[src/rtl/vco_pkg.sv]
// vco_pkg: shared types and helpers for the wavetable VCO voice scheduler.
//   state_t   : scheduler FSM encoding (explicit, legacy-compatible values)
//   PHASE_W   : phase accumulator width
//   LUT_SHIFT : V/Oct input to LUT index right shift (arithmetic)
//   lut_clamp : signed V/Oct sample -> clamped LUT word address
//   wt_index  : phase -> wavetable index field
package vco_pkg;

  localparam int PHASE_W   = 32;
  localparam int LUT_SHIFT = 6;

  typedef enum logic [2:0] {
    S_IDLE   = 3'd0,
    S_LUT_RD = 3'd1,
    S_LUT_WT = 3'd2,
    S_WT_RD  = 3'd3,
    S_WT_WT  = 3'd4,
    S_WT2_RD = 3'd5,
    S_WT2_WT = 3'd6,
    S_COMMIT = 3'd7
  } state_t;

  // Input is the sample sign-extended to 32 bits by the caller.
  function automatic logic [31:0] lut_clamp(input logic signed [31:0] v,
                                            input int lut_size);
    logic signed [31:0] s;
    s = v >>> LUT_SHIFT;
    if (s < 0)         return '0;
    if (s >= lut_size) return 32'(lut_size - 1);
    return s;
  endfunction

  function automatic logic [31:0] wt_index(input logic [PHASE_W-1:0] phase,
                                           input int bit_start,
                                           input int wt_bits);
    return (phase >> bit_start) & ((32'd1 << wt_bits) - 32'd1);
  endfunction

endpackage

[src/rtl/vco_phase_bank.sv]
// vco_phase_bank: NV x PW phase registers, one write port, one read port.
//   clk, rst_n  : clock, async active-low clear of all phases
//   wr_en/idx/data : write port (voice index)
//   rd_idx/rd_data : combinational read port (voice index)
module vco_phase_bank #(
  parameter int NV = 4,
  parameter int PW = 32,
  parameter int IW = 2
) (
  input  logic          clk,
  input  logic          rst_n,
  input  logic          wr_en,
  input  logic [IW-1:0] wr_idx,
  input  logic [PW-1:0] wr_data,
  input  logic [IW-1:0] rd_idx,
  output logic [PW-1:0] rd_data
);

  logic [NV-1:0][PW-1:0] ph;

  always_ff @(posedge clk or negedge rst_n) begin
    if (!rst_n) begin
      ph <= '0;
    end else begin
      for (int i = 0; i < NV; i++)
        if (wr_en && wr_idx == IW'(i)) ph[i] <= wr_data;
    end
  end

  assign rd_data = ph[rd_idx];

endmodule

[src/rtl/vco_voice_scheduler.sv]
// vco_voice_scheduler: shares one single-port ROM among NUM_VOICES 1V/Oct
// wavetable oscillators. Each sample_clk rising edge runs one frame: for each
// voice, LUT read -> phase accumulate -> wavetable read, then all outputs
// commit together.
//   clk, rst_n   : system clock, async active-low reset
//   sample_clk   : codec sample-rate level (synchronised here)
//   sample_in    : NV x W signed V/Oct inputs, voice v at [v*W +: W]
//   mem_rd_en/mem_addr/mem_rdata : ROM port, data 1 clk after strobe
//   sample_out   : NV x W registered voice outputs
//   busy         : frame in progress
//   frame_done   : 1-clk pulse in the commit cycle
//   overrun      : sticky, sample edge seen while not idle
// Optional macro VCO_SCHED_INTERP_EN: linear interpolation between adjacent
// wavetable entries (extra WT2_RD/WT2_WT per voice, 6 clk/voice).
module vco_voice_scheduler
  import vco_pkg::*;
#(
  parameter int W          = 16,
  parameter int NUM_VOICES = 4,
  parameter int LUT_SIZE   = 512,
  parameter int WT_SIZE    = 256,
  parameter int WT_BASE    = 512,
  parameter int BIT_START  = 10,
  parameter int AW         = 10
) (
  input  logic                    clk,
  input  logic                    rst_n,
  input  logic                    sample_clk,
  input  logic [NUM_VOICES*W-1:0] sample_in,
  output logic                    mem_rd_en,
  output logic [AW-1:0]           mem_addr,
  input  logic [W-1:0]            mem_rdata,
  output logic [NUM_VOICES*W-1:0] sample_out,
  output logic                    busy,
  output logic                    frame_done,
  output logic                    overrun
);

  localparam int NV      = NUM_VOICES;
  localparam int VW      = (NV > 1) ? $clog2(NV) : 1;
  localparam int WT_BITS = $clog2(WT_SIZE);

  logic                  sc_s1, sc_s2, sc_s3, edge_det;
  state_t                state;
  logic [VW-1:0]         v;
  logic                  last_voice;
  logic [NV-1:0][W-1:0]  snap, staged, out_q;
  logic [AW-1:0]         mem_addr_q;
  logic                  overrun_q;

  logic [PHASE_W-1:0]    ph_rd, ph_wr;
  logic                  ph_we;
  logic signed [W-1:0]   cur_in;
  logic [AW-1:0]         lut_addr, wt_addr;
  logic [WT_BITS-1:0]    wt_idx;

  assign edge_det   = sc_s2 & ~sc_s3;
  assign last_voice = (v == VW'(NV - 1));

  assign cur_in   = snap[v];
  assign lut_addr = AW'(lut_clamp({{(32-W){cur_in[W-1]}}, cur_in}, LUT_SIZE));
  // ph_rd already holds the accumulated phase by the time WT_RD runs.
  assign wt_idx   = WT_BITS'(wt_index(ph_rd, BIT_START, WT_BITS));
  assign wt_addr  = AW'(WT_BASE) + AW'(wt_idx);

  assign ph_we = (state == S_LUT_WT);
  assign ph_wr = ph_rd + PHASE_W'(mem_rdata);

  vco_phase_bank #(.NV(NV), .PW(PHASE_W), .IW(VW)) u_phase (
    .clk     (clk),
    .rst_n   (rst_n),
    .wr_en   (ph_we),
    .wr_idx  (v),
    .wr_data (ph_wr),
    .rd_idx  (v),
    .rd_data (ph_rd)
  );

`ifdef VCO_SCHED_INTERP_EN
  logic [W-1:0]         wt_a;
  logic [WT_BITS-1:0]   wt_idx2;
  logic [AW-1:0]        wt2_addr;
  logic [7:0]           frac;
  logic signed [W+8:0]  a_x, b_x, f_x, diff, prod;
  logic [W-1:0]         interp_out;

  assign wt_idx2    = wt_idx + WT_BITS'(1);  // wraps mod WT_SIZE
  assign wt2_addr   = AW'(WT_BASE) + AW'(wt_idx2);
  assign frac       = ph_rd[BIT_START-1 -: 8];
  assign a_x        = {{9{wt_a[W-1]}}, wt_a};
  assign b_x        = {{9{mem_rdata[W-1]}}, mem_rdata};
  assign f_x        = {{(W+1){1'b0}}, frac};
  assign diff       = b_x - a_x;
  assign prod       = diff * f_x;
  assign interp_out = W'(a_x + (prod >>> 8));
`endif

  assign mem_rd_en = (state == S_LUT_RD) || (state == S_WT_RD) || (state == S_WT2_RD);

  // Address is only driven fresh in read states; otherwise it parks.
  always_comb begin
    mem_addr = mem_addr_q;
    case (state)
      S_LUT_RD: mem_addr = lut_addr;
      S_WT_RD:  mem_addr = wt_addr;
`ifdef VCO_SCHED_INTERP_EN
      S_WT2_RD: mem_addr = wt2_addr;
`endif
      default:  mem_addr = mem_addr_q;
    endcase
  end

  always_ff @(posedge clk or negedge rst_n) begin
    if (!rst_n) begin
      sc_s1      <= 1'b0;
      sc_s2      <= 1'b0;
      sc_s3      <= 1'b0;
      state      <= S_IDLE;
      v          <= '0;
      snap       <= '0;
      staged     <= '0;
      out_q      <= '0;
      mem_addr_q <= '0;
      overrun_q  <= 1'b0;
`ifdef VCO_SCHED_INTERP_EN
      wt_a       <= '0;
`endif
    end else begin
      sc_s1      <= sample_clk;
      sc_s2      <= sc_s1;
      sc_s3      <= sc_s2;
      mem_addr_q <= mem_addr;
      // Edges outside IDLE (COMMIT included) are dropped and flagged.
      if (edge_det && state != S_IDLE) overrun_q <= 1'b1;

      case (state)
        S_IDLE: if (edge_det) begin
          snap  <= sample_in;
          v     <= '0;
          state <= S_LUT_RD;
        end
        S_LUT_RD: state <= S_LUT_WT;
        S_LUT_WT: state <= S_WT_RD;
        S_WT_RD:  state <= S_WT_WT;
`ifdef VCO_SCHED_INTERP_EN
        S_WT_WT: begin
          wt_a  <= mem_rdata;
          state <= S_WT2_RD;
        end
        S_WT2_RD: state <= S_WT2_WT;
        S_WT2_WT: begin
          staged[v] <= interp_out;
          if (last_voice) state <= S_COMMIT;
          else begin
            v     <= v + VW'(1);
            state <= S_LUT_RD;
          end
        end
`else
        S_WT_WT: begin
          staged[v] <= mem_rdata;
          if (last_voice) state <= S_COMMIT;
          else begin
            v     <= v + VW'(1);
            state <= S_LUT_RD;
          end
        end
`endif
        S_COMMIT: begin
          out_q <= staged;
          state <= S_IDLE;
        end
        default: state <= S_IDLE;
      endcase
    end
  end

  assign sample_out = out_q;
  assign busy       = (state != S_IDLE);
  assign frame_done = (state == S_COMMIT);
  assign overrun    = overrun_q;

endmodule
[config.mk]
export PLATFORM = sky130hd
export DESIGN_NAME = vco_voice_scheduler
export DESIGN_NICKNAME = d
export VERILOG_FILES = /design/src/rtl/vco_pkg.sv /design/src/rtl/vco_phase_bank.sv /design/src/rtl/vco_voice_scheduler.sv
export SDC_FILE = /design/constraint.sdc
export NUM_CORES = 1
export LEC_CHECK = 0
export CAP_MARGIN = 20
export CELL_PAD_IN_SITES_DETAIL_PLACEMENT = 0
export CELL_PAD_IN_SITES_GLOBAL_PLACEMENT = 1
export CORE_MARGIN = 2
export CORE_UTILIZATION = 51
export DETAILED_ROUTE_END_ITERATION = 10
export PLACE_DENSITY_LB_ADDON = 0.15
export SETUP_SLACK_MARGIN = 0.05
export SKIP_LAST_GASP = 1
export SYNTH_ARGS = -nofsm -noshare
export SYNTH_HDL_FRONTEND = slang
export SYNTH_HIERARCHICAL = 1
export SYNTH_SLANG_ARGS = --single-unit
[constraint.sdc]
create_clock -name clk -period 6.1 [get_ports clk]
set_input_delay 1.22 -clock clk [delete_from_list [all_inputs] [get_ports clk]]
set_output_delay 1.22 -clock clk [all_outputs]
set_load 0.02 [all_outputs]
Yosys cells after proc, flatten, opt, wreduce, memory -nomap -nowiden. Cells that the tools add are included.

Register bits: 339. Output and inout bits: 78.

Add/subtract/negate cells: 3. $lt $le $gt $ge: 4. Equal/unequal tests: 11. Mux-type cells: 21. Bitwise gates (word level): 2. Reduce and logical (&&, ||, !) cells: 14.

Operator list (count): binary-select mux 32 bit (select 2 bit) (1); bitwise mux 64 bit (1); 2-to-1 mux 10 bit (4); adder 32 x 16 -> 32 bit (1); binary-select mux 16 bit (select 2 bit) (1); demux 16 bit (select 2 bit) (1); 2-to-1 mux 16 bit (2); 2-to-1 mux 32 bit (1); one-hot mux 10 bit (2 select lines) (1); one-hot mux 3 bit (5 select lines) (1); greater-or-equal comparator 10 x 11 -> 1 bit (second input constant) (1); adder 10 x 8 -> 10 bit (first input constant) (1); less-than comparator 10 x 1 -> 1 bit (second input constant) (1); == test 3 bit (second input constant) (3); == test 3 x 2 -> 1 bit (second input constant) (2); logical AND 1 bit (6); 2-to-1 mux 3 bit (2); == test 2 bit (second input constant) (2); 2-to-1 mux 2 bit (2); inequality test 2 bit (second input constant) (2); one-hot mux 2 bit (2 select lines) (1); == test 3 x 1 -> 1 bit (second input constant) (1); zero test 3 bit (1); less-than comparator 2 x 3 -> 1 bit (second input constant) (1); other kinds (12) (15).

Longest topological paths before layout. Gate-level depths: netlist of run 1.

Depth in word-level cells: 8. Depth in mapped cells: 12.

Cells and area by module. The synthesis of run 1 kept the hierarchy.

By module, submodules not included: vco_voice_scheduler (instances 1, cells each 609, area an instance 8429.3 um2); vco_phase_bank (instances 1, cells each 311, area an instance 5499.0 um2).

Worst setup path after synthesis of run 1. Ideal clock, no wire load.

Path kind: flip-flop to flip-flop. From: register v[0]. To: register u_phase/ph[28] (netlist bit). Setup time: 0.125 ns. Data arrival time: 3.623 ns. Required time: 5.975 ns. Path slack: 2.352 ns. Cell stages (with the launch flop): 14. Path buffers: 2. Clock period less this slack: 3.748 ns. Path through: dfrtp_1 -> buf_2 -> buf_2 -> mux4_2 -> ha_1 -> fa_1 -> a21o_1 -> a221oi_2 -> o21ai_2 -> a21boi_2 -> o21ai_2 -> or3b_1 -> xnor2_1 -> mux2_2.

Word-level cells in the longest chain between the ends: 3. Elaborated cells on any way between the ends: 5.

Ends and longest elaborated chain: from (decl) (RTL line vco_voice_scheduler.sv:45) `logic [VW-1:0] v;`; from (signal assigned) (RTL line vco_voice_scheduler.sv:164) `v <= v + VW'(1);`; binary-select mux 32 bit (select 2 bit) (RTL line vco_phase_bank.sv:30) `assign rd_data = ph[rd_idx];`; 2-to-1 mux 32 bit (implied by the code) (RTL line vco_phase_bank.sv:30); via ph_rd[0] (RTL line vco_voice_scheduler.sv:51) `logic [PHASE_W-1:0] ph_rd, ph_wr;`; adder 32 x 16 -> 32 bit (RTL line vco_voice_scheduler.sv:67) `assign ph_wr = ph_rd + PHASE_W'(mem_rdata);`; via ph_wr[28] (RTL line vco_voice_scheduler.sv:51); to (signal, indexed assignment) (RTL line vco_phase_bank.sv:26) `if (wr_en && wr_idx == IW'(i)) ph[i] <= wr_data;`; to (decl) (RTL line vco_phase_bank.sv:19) `logic [NV-1:0][PW-1:0] ph;`.

The timed path passes the listed nets, and every way through them passes these cells. The select of a mux whose other input is x is not followed. A chain may end at the register's enable or synchronous reset.

Final worst setup path of run 1.
From: register v[0]. To: output mem_addr[2].

Word-level cells in the longest chain between the ends: 8. Elaborated cells on any way between the ends: 14.

Ends and longest elaborated chain: binary-select mux 16 bit (select 2 bit) (RTL line vco_voice_scheduler.sv:60) `assign cur_in = snap[v];`; 2-to-1 mux 16 bit (implied by the code) (RTL line vco_voice_scheduler.sv:60); greater-or-equal comparator 10 x 11 -> 1 bit (RTL line vco_pkg.sv:29) `if (s >= lut_size) return 32'(lut_size - 1);`; 2-to-1 mux 1 bit (2 in series) (RTL line vco_pkg.sv:29); 2-to-1 mux 10 bit (RTL line vco_pkg.sv:30) `return s;`; 2-to-1 mux 10 bit (RTL line vco_pkg.sv:29); one-hot mux 10 bit (2 select lines) * (RTL line vco_voice_scheduler.sv:103) `case (state)`; to (decl) (RTL line vco_voice_scheduler.sv:31) `output logic [AW-1:0] mem_addr,`.

Mark *: on every way between the ends. The rest lies on a longest branch, timed or not. The select of a mux whose other input is x is not followed.

==> results of run 1 <==
[flip-flops by register name, summed over array words and instances, names as in the netlist]
| register | flops |
|---|---|
| staged | 64 |
| u_phase/ph | 72 |
| overrun | 1 |
| sc_s2 | 1 |
| v | 2 |
| snap | 40 |
| state | 3 |
| sc_s3 | 1 |
| mem_addr_q | 10 |
| sample_out | 64 |
| sc_s1 | 1 |
[metrics by stage]
step | hold WS [ps] | instance area [um^2] | util, % | instances | worst slack [ps]
2_1_floorplan | 331 | 11200 | - | 738 | 2610
3_3_place_gp | 337 | 12800 | 59.0 | 1114 | 1730
3_5_place_dp | 346 | 12800 | 59.2 | 1118 | 1870
4_1_cts | 357 | 13800 | 63.8 | 1169 | 1280
5_1_grt | 359 | 13800 | 63.9 | 1170 | 1150
6_report | 353 | 13800 | 63.9 | 1170 | 1340
[layout make-up]
class | instances | share of cell area [%]
well taps | 280 | 2.53
inverters | 5 | 0.136
multi-input cells | 428 | 32.6
clock inverters | 7 | 0.903
clock buffers | 44 | 6.22
flip-flops and latches | 259 | 46.8
repair buffers | 147 | 10.8
[power breakdown]
group          internal (W)  switching (W)
Clock               0.00109       0.000663
Combinational       0.00157        0.00143
Sequential          0.00243       0.000414
[placed cells by master (no fill, tap or decap), types with 7 or more instances in the layout]
| master | count |
|---|---|
| clkbuf_8 | 10 |
| xor2_1 | 9 |
| nor3b_1 | 10 |
| ha_1 | 20 |
| dfrtp_1 | 258 |
| mux2_2 | 241 |
| mux4_2 | 28 |
| xnor2_1 | 7 |
| nand2_1 | 24 |
| a21o_1 | 10 |
| o21ai_0 | 10 |
| clkdlybuf4s50_1 | 135 |
| a21oi_1 | 18 |
| clkbuf_16 | 28 |
[final timing paths]
check                                  end  slack (ps)  cells past startpoint
max                            mem_addr[2]        1340                      5
min in group asynchronous        staged[2]         740                      1
min                                  sc_s2         350                      0
max reg2reg                u_phase/ph[112]        2200                     10
min reg2reg                          sc_s2         350                      0
max in group asynchronous  u_phase/ph[103]        4120                      2
[routing by layer]
metal | vias up | GRT usage, % | part of all wire [%]
met5 | - | 0 | 0
met4 | 0 | 4.94 | 1.7
met3 | 25 | 3.24 | 4.2
met2 | 152 | 36.6 | 51
met1 | 3447 | 27.9 | 43
li1 | 2937 | - | -
==> run metrics, run 1 <==
status=complete, no violations; Reg clk slew, reported paths=60 ps; period utilisation layout=78.0%; max-cap violation count=0; I/O Pins=161; TritonRoute pass-1 iters=4; DR vias/cell=~5.6; hold_sp=sc_s1; Post-Syn Nets=842; critical path capture point type=primary output; Critical Path AT=approximately 3500 ps; fmax=210 MHz; startpoint types=register; RSZ-0062 raised after global routing=false; Nets=973; DRC=0; Post-DP HPWL=16500 um; area delta synth->final=23.4%; number of port buffers=between 100 and 150; Worst Path Required=4880 ps; Post-DRT Antenna Nets=0; Tot GR Track Use=a little over a fifth; PwrDens=about 550 nW/um^2; Crit path buffers/inverters=1; relative slew slack=37.4%; Clk Latency, worst-skew pair=540 ps; CP Max Fanout=23; pin count of the biggest net entering global routing=137; Die Area=23200 um^2; global-route wire length before repair=39100 um; Peak VDD IR=about 400 uV; CP Cell Sequence=mux4_2, nor3b_1, a21oi_1, o21ai_0, clkdlybuf4s50_1; synthesized area per cell=15.2 um^2; Lkg Pwr=6.16 nW; Multi-input gate area=4510 um^2; Hold Buf Count CTS=0; DR iter-0 viols=roughly 300; vias in the first global route=around 7000; Inserted Clock Buffers=28; Setup TNS Final=0 ps; Setup violations, final=0; gpl congestion=0.839; Sink Count=roughly 260; ANT cells=0; Worst Skew=16.4 ps; Max Slew Vio Count=0; row cnt=54; Top delay family on crit path=flip-flops; clock period minus worst slack=4760 ps; Filler cells=1554; routed wire length=24100 um; kind of critical path=reg -> out; initial antenna violation count=0; Pwr Total=0.00760 W; Via Count=6561; Post-CTS Setup Bufs=0; clk root buf=clkbuf_16; CTS Buffer Depth=3; Reg-to-Reg Start=v[0]; Post-Syn Area=11200 um^2; Starting Density=51.8%; layout cell share with drive strength beyond 1=38.1%; Die Y-Extent=around 150 um; HP Class=reg -> reg; Tightest Pin Transition=between 900 and 1000 ps; Critical Path Start=v[0]; core area=21700 um^2; grt ovf=0; Ys Warns=6; Cells after Synth=738; CP max-delay cell=dfrtp_2; CTS H-Tree Depth=1; die width=between 150 and 200 um; Reg area=6480 um^2; Final Hold Fails=0; CP peak stage delay=~910 ps; Avg WL per Cell=20.6 um; CTS tree=built; post_cts resized=0
Note: power is estimated with default switching activity, not from simulation.
==> run 2: changes to the inputs <==
- CORE_UTILIZATION: 51 -> 48
- clock period: 6.1 -> 5 ns (I/O delays scaled with it)
==> run 2 against run 1 <==
Worst hold slack better by 1.9 ps. Power up 19%. Combinational power up 22%. Critical endpoint is now mem_addr[0]. Largest cell class unchanged.
==> run metrics, run 2 (synthesis gave the netlist of run 1 again) <==
status=complete, no violations; Peak VDD IR=363 uV (-8.9%); Net Sw Frac=33.2% (+0.21 points); routed wire length=23900 um (-0.65%); max-cap violation count=0 (unchanged); kind of critical path=reg -> out; DRC=0 (unchanged); CP Max Fanout=11 (-52%); Max Slew Vio Count=0 (unchanged); RSZ-0062 raised after global routing=false; Critical Path AT=3330 ps (-210 ps); Worst Skew=11.0 ps (-5.42 ps); Tightest Pin Transition=1020 ps (+82.8 ps); Pwr Total=0.00907 W (+19%); Post-DP HPWL=16500 um (+0.19%); startpoint types=register; ANT cells=0 (unchanged); Via Count=6491 (-1.1%); Post-CTS Setup Bufs=0 (unchanged); logic gate share of total power=40.4% (+0.9 points); part of the power in registers=38.0% (+0.6 points); initial antenna violation count=0 (unchanged); post_cts resized=0 (unchanged); Hold Buf Count CTS=0 (unchanged); DR vias/cell=5.38 (-4.0%); Final Hold Fails=0 (unchanged); fmax=231 MHz; Starting Density=49.3% (-2.5 points); Setup TNS Final=0 ps (unchanged); clock period minus worst slack=4330 ps; Sink Count=259 (unchanged); area delta synth->final=23.2%; Int Pwr=0.00605 W (+19%); Die Area=24600 um^2 (+6.1%); PwrDens=656 nW/um^2 (+19%); Inserted Clock Buffers=28 (unchanged); Clock power frac=21.6% (-1.5 points); TritonRoute pass-1 iters=4 (unchanged); gpl congestion=0.822 (-2.0%); grt ovf=0 (unchanged); relative slew slack=31.8% (-5.5 points); I/O Pins=161 (unchanged); CTS Buffer Depth=3 (unchanged); critical path capture point type=primary output; reg2reg setup slack=1440 ps (-760 ps); Most flops, register=u_phase/ph; layout cell share with drive strength beyond 1=38.3% (+0.21 points); Die Y-Extent=157 um (+3.0%); vias in the first global route=7129 (-0.27%); Nets=979 (+0.62%); DR iter-0 viols=261 (-12%); core area=22800 um^2 (+5.0%); most frequent cells in the layout=dfrtp_1 (258), mux2_2 (241), clkdlybuf4s50_1 (135); Setup violations, final=0 (unchanged); Reg clk slew, reported paths=60 ps (about the same); max FFs per register=72 (unchanged); HP Class=reg -> reg; Post-DRT Antenna Nets=0 (unchanged); Avg WL per Cell=19.8 um (-3.6%); pin count of the biggest net entering global routing=139 (+1.5%); CTS H-Tree Depth=1 (unchanged); CTS tree=built; Placed Cells=1156 (+3.4%); Tot GR Track Use=20.2% (-0.78 points); Lkg Pwr=6.14 nW (-0.25%); switching pwr=0.00301 W (+20%); period utilisation layout=86.6%; Layout Cells excl Fill=1206 (+3.1%); Worst Path Required=4000 ps (-880 ps); number of port buffers=136 (unchanged); row cnt=55 (+1.9%); clk root buf=clkbuf_16; die width=157 um (+3.0%); global-route wire length before repair=38900 um (-0.51%); Clk Latency, worst-skew pair=530 ps (about the same); commonest non-fill, non-tap cell in the layout=dfrtp_1
[run 2: cell type report]
| cell class | instances | area (um^2) |
|---|---|---|
| Clock buffer | 43 | 858 |
| Clock inverter | 5 | 28.8 |
| Fill cell | 1696 | 8950 |
| Inverter | 5 | 18.8 |
| Multi-Input combinational cell | 428 | 4510 |
| Sequential cell | 259 | 6480 |
| Tap cell | 313 | 392 |
| Timing Repair Buffer | 153 | 1540 |
[run 2: final timing paths]
| path | depth (start not counted) | end | startpoint |
|---|---|---|---|
| min in group asynchronous | 1 | sample_out[1] | rst_n |
| min reg2reg | 0 | sc_s2 | sc_s1 |
| max | 6 | mem_addr[0] | v[1] |
| min | 0 | sc_s2 | sc_s1 |
| max in group asynchronous | 2 | u_phase/ph[17] | rst_n |
| max reg2reg | 10 | u_phase/ph[48] | v[0] |
[run 2: critical path, stage by stage, from the launching register on]
cell and delay [ps]:
dfrtp_1 660, buf_4 320, mux4_2 460, nor3b_1 230
a21oi_1 50, o21ai_0 380, clkdlybuf4s50_1 690
[run 2: metrics by stage]
step / worst slack [ps] / hold WS, ps / area [um^2] / utilization [%]
after detailed placement: 1010 / 336 / 12900 / 56.7
after global routing: 513 / 364 / 13800 / 60.7
after floorplan: 1510 / 331 / 11200 / -
after CTS: 651 / 363 / 13800 / 60.6
after global placement: 1050 / 343 / 12900 / 56.6
final: 672 / 355 / 13800 / 60.7
[run 2: power by group through the flow]
stage / registers (W) / clock network, W / logic [W]
2_1_floorplan: 0.00346 / 0 / 0.00250
3_3_place_gp: 0.00340 / 0 / 0.00355
3_5_place_dp: 0.00348 / 0 / 0.00369
4_1_cts: 0.00345 / 0.00201 / 0.00371
5_1_grt: 0.00356 / 0.00210 / 0.00402
6_report: 0.00345 / 0.00196 / 0.00367
[run 2: per-layer routing]
metal	routed length, um	track usage, %	vias up
met3	931	2.67	24
met2	11900	34.8	144
met4	378	4.28	0
met5	0	0	-
met1	10700	27.6	3385
li1	-	-	2938
==> run 3: changes to the inputs <==
- CAP_MARGIN: 20 -> unset
- CORE_ASPECT_RATIO: unset -> 0.75
- SETUP_SLACK_MARGIN: 0.05 -> 0.4
==> run 3 against run 2 <==
Global-route usage rose by 0.87 points. Clock power is 3% lower. First-iteration DRC count grew 23%. Sequential power barely moved. Cell count down 2.0%. Register-to-register slack got worse by 310 ps. Die area is essentially flat. Power about the same. Worst setup slack worse by 64 ps. Maximum frequency down 1.5%. Clock skew rose by 1.9 ps.
==> run metrics, run 3 (synthesis gave the netlist of run 1 again) <==
status=complete, no violations; max FFs per register=72 (unchanged); Most flops, register=u_phase/ph; CTS H-Tree Depth=1 (unchanged); Worst Setup Slack, final=608 ps (-64.2 ps); PwrDens=663 nW/um^2 (+1.1%); DR iter-0 viols=322 (+23%); Setup violations, final=0 (unchanged); pre-CTS setup slack=1010 ps (-0.220 ps); CP max-delay cell=dfrtp_1; commonest non-fill, non-tap cell in the layout=dfrtp_1; Sink Count=259 (unchanged); post_cts resized=0 (unchanged); CP Max Fanout=19 (+8); startpoint types=register; CP peak stage delay=1050 ps (+360 ps); Starting Density=48.8% (-0.48 points); row cnt=48 (-13%); Tightest Pin Transition=1210 ps (+190 ps); area delta synth->final=21.8%; layout cell share with drive strength beyond 1=37.4% (-0.88 points); Via Count=6589 (+1.5%); logic gate share of total power=40.8% (+0.4 points); post-place instance area=12800 um^2 (-0.53%); Avg WL per Cell=21.5 um (+8.3%); clock period minus worst slack=4390 ps (+64.2 ps); max-cap violation count=0 (unchanged); critical path capture point type=primary output; CTS Buffer Depth=3 (unchanged); Setup TNS Final=0 ps (unchanged); relative slew slack=19.0% (-13 points); Int Pwr=0.00600 W (-0.90%); number of port buffers=136 (unchanged); switching pwr=0.00307 W (+1.8%); Critical Path AT=3390 ps (+60 ps); reg2reg setup slack=1130 ps (-310 ps); Die Area=24600 um^2 (about the same); pin count of the biggest net entering global routing=112 (-19%); routed wire length=25400 um (+6.1%); Peak VDD IR=354 uV (-2.4%); Inserted Clock Buffers=26 (-7.1%); DRC=0 (unchanged); Lkg Pwr=6.07 nW (-1.2%); Reg clk slew, reported paths=60 ps (about the same); core area=23000 um^2 (+0.98%); Post-DRT Antenna Nets=0 (unchanged); grt ovf=0 (unchanged); Die Y-Extent=136 um (-13%); gpl congestion=0.778 (-5.3%); final instance area=13700 um^2 (-1.1%); kind of critical path=reg -> out; Tot GR Track Use=21.1% (+0.87 points); Hold Buf Count CTS=0 (unchanged); clk root buf=clkbuf_16; Clock power frac=21.0% (-0.6 points); Post-CTS Setup Bufs=0 (unchanged); DR vias/cell=5.57 (+3.6%); Max Slew Vio Count=0 (unchanged); die width=181 um (+15%); I/O Pins=161 (unchanged); Final Hold Fails=0 (unchanged); CTS tree=built; period utilisation layout=87.8% (+1.3 points); ANT cells=0 (unchanged); Filler cells=1786 (+5.3%); Worst Skew=12.9 ps (+1.91 ps); TritonRoute pass-1 iters=4 (unchanged); initial antenna violation count=2 (+2); part of the power in registers=38.2% (+0.2 points); vias in the first global route=7067 (-0.87%); Net Sw Frac=33.8% (+0.60 points); Post-DP HPWL=17700 um (+7.0%); most frequent cells in the layout=dfrtp_1 (258), mux2_2 (241), clkdlybuf4s50_1 (135); Nets=970 (-0.92%); RSZ-0062 raised after global routing=false; fmax=228 MHz (-1.5%); CP Cell Sequence=buf_4, mux4_2, a21oi_1, o21ai_0, clkdlybuf4s50_1; global-route wire length before repair=40000 um (+3.0%); Clk Latency, worst-skew pair=530 ps (about the same); HP Class=reg -> reg; Worst Path Required=4000 ps (about the same)
## run 3: per-layer routing
metal	routed length (um)	part of all wire, %	vias to the layer above	GRT usage (%)
li1	-	-	2947	-
met5	0	0	-	0
met1	11800	46	3478	30.1
met2	12100	48	127	34.6
met4	518	2.0	0	4.57
met3	968	3.8	37	3.21
## run 3: layout make-up
| type | count | area [um^2] | share of cell area [%] |
|---|---|---|---|
| repair buffers | 146 | 1450 | 10.6 |
| multi-input cells | 428 | 4510 | 33.0 |
| inverters | 5 | 18.8 | 0.137 |
| well taps | 300 | 375 | 2.74 |
| clock inverters | 7 | 88.8 | 0.650 |
| flip-flops and latches | 259 | 6480 | 47.4 |
| clock buffers | 37 | 743 | 5.43 |
## run 3: path summary, 6_finish.rpt
kind | cells past startpoint | from | to
min reg2reg | 0 | sc_s1 | sc_s2
max | 5 | v[1] | mem_addr[6]
max reg2reg | 10 | v[1] | u_phase/ph[80]
max in group asynchronous | 2 | rst_n | u_phase/ph[1]
min in group asynchronous | 1 | rst_n | snap[8]
min | 0 | sc_s1 | sc_s2
## run 3: per-stage QoR
step | std cells | power (W) | hold slack (ps) | util, %
global route | 1182 | 0.00963 | 359 | 59.5
detailed placement | 1138 | 0.00721 | 347 | 55.8
floorplan | 738 | 0.00596 | 331 | -
global placement | 1138 | 0.00698 | 343 | 55.8
CTS | 1182 | 0.00915 | 350 | 59.5
finish | 1182 | 0.00907 | 349 | 59.5
## run 3: worst max-delay path: cells and delay by family, from the launching register on
family,cells,cell delay (ps)
buffers and inverters,2,1100
flip-flops,1,1050
multiplexers,1,350
AO/OA/AOI/OAI,2,350
## run 3: power groups by stage
stage          clock network, W  logic, W  registers [W]
2_1_floorplan                 0   0.00250        0.00346
4_1_cts                 0.00195   0.00374        0.00347
5_1_grt                 0.00204   0.00402        0.00357
6_report                0.00190   0.00370        0.00346
3_5_place_dp                  0   0.00371        0.00350
3_3_place_gp                  0   0.00357        0.00341
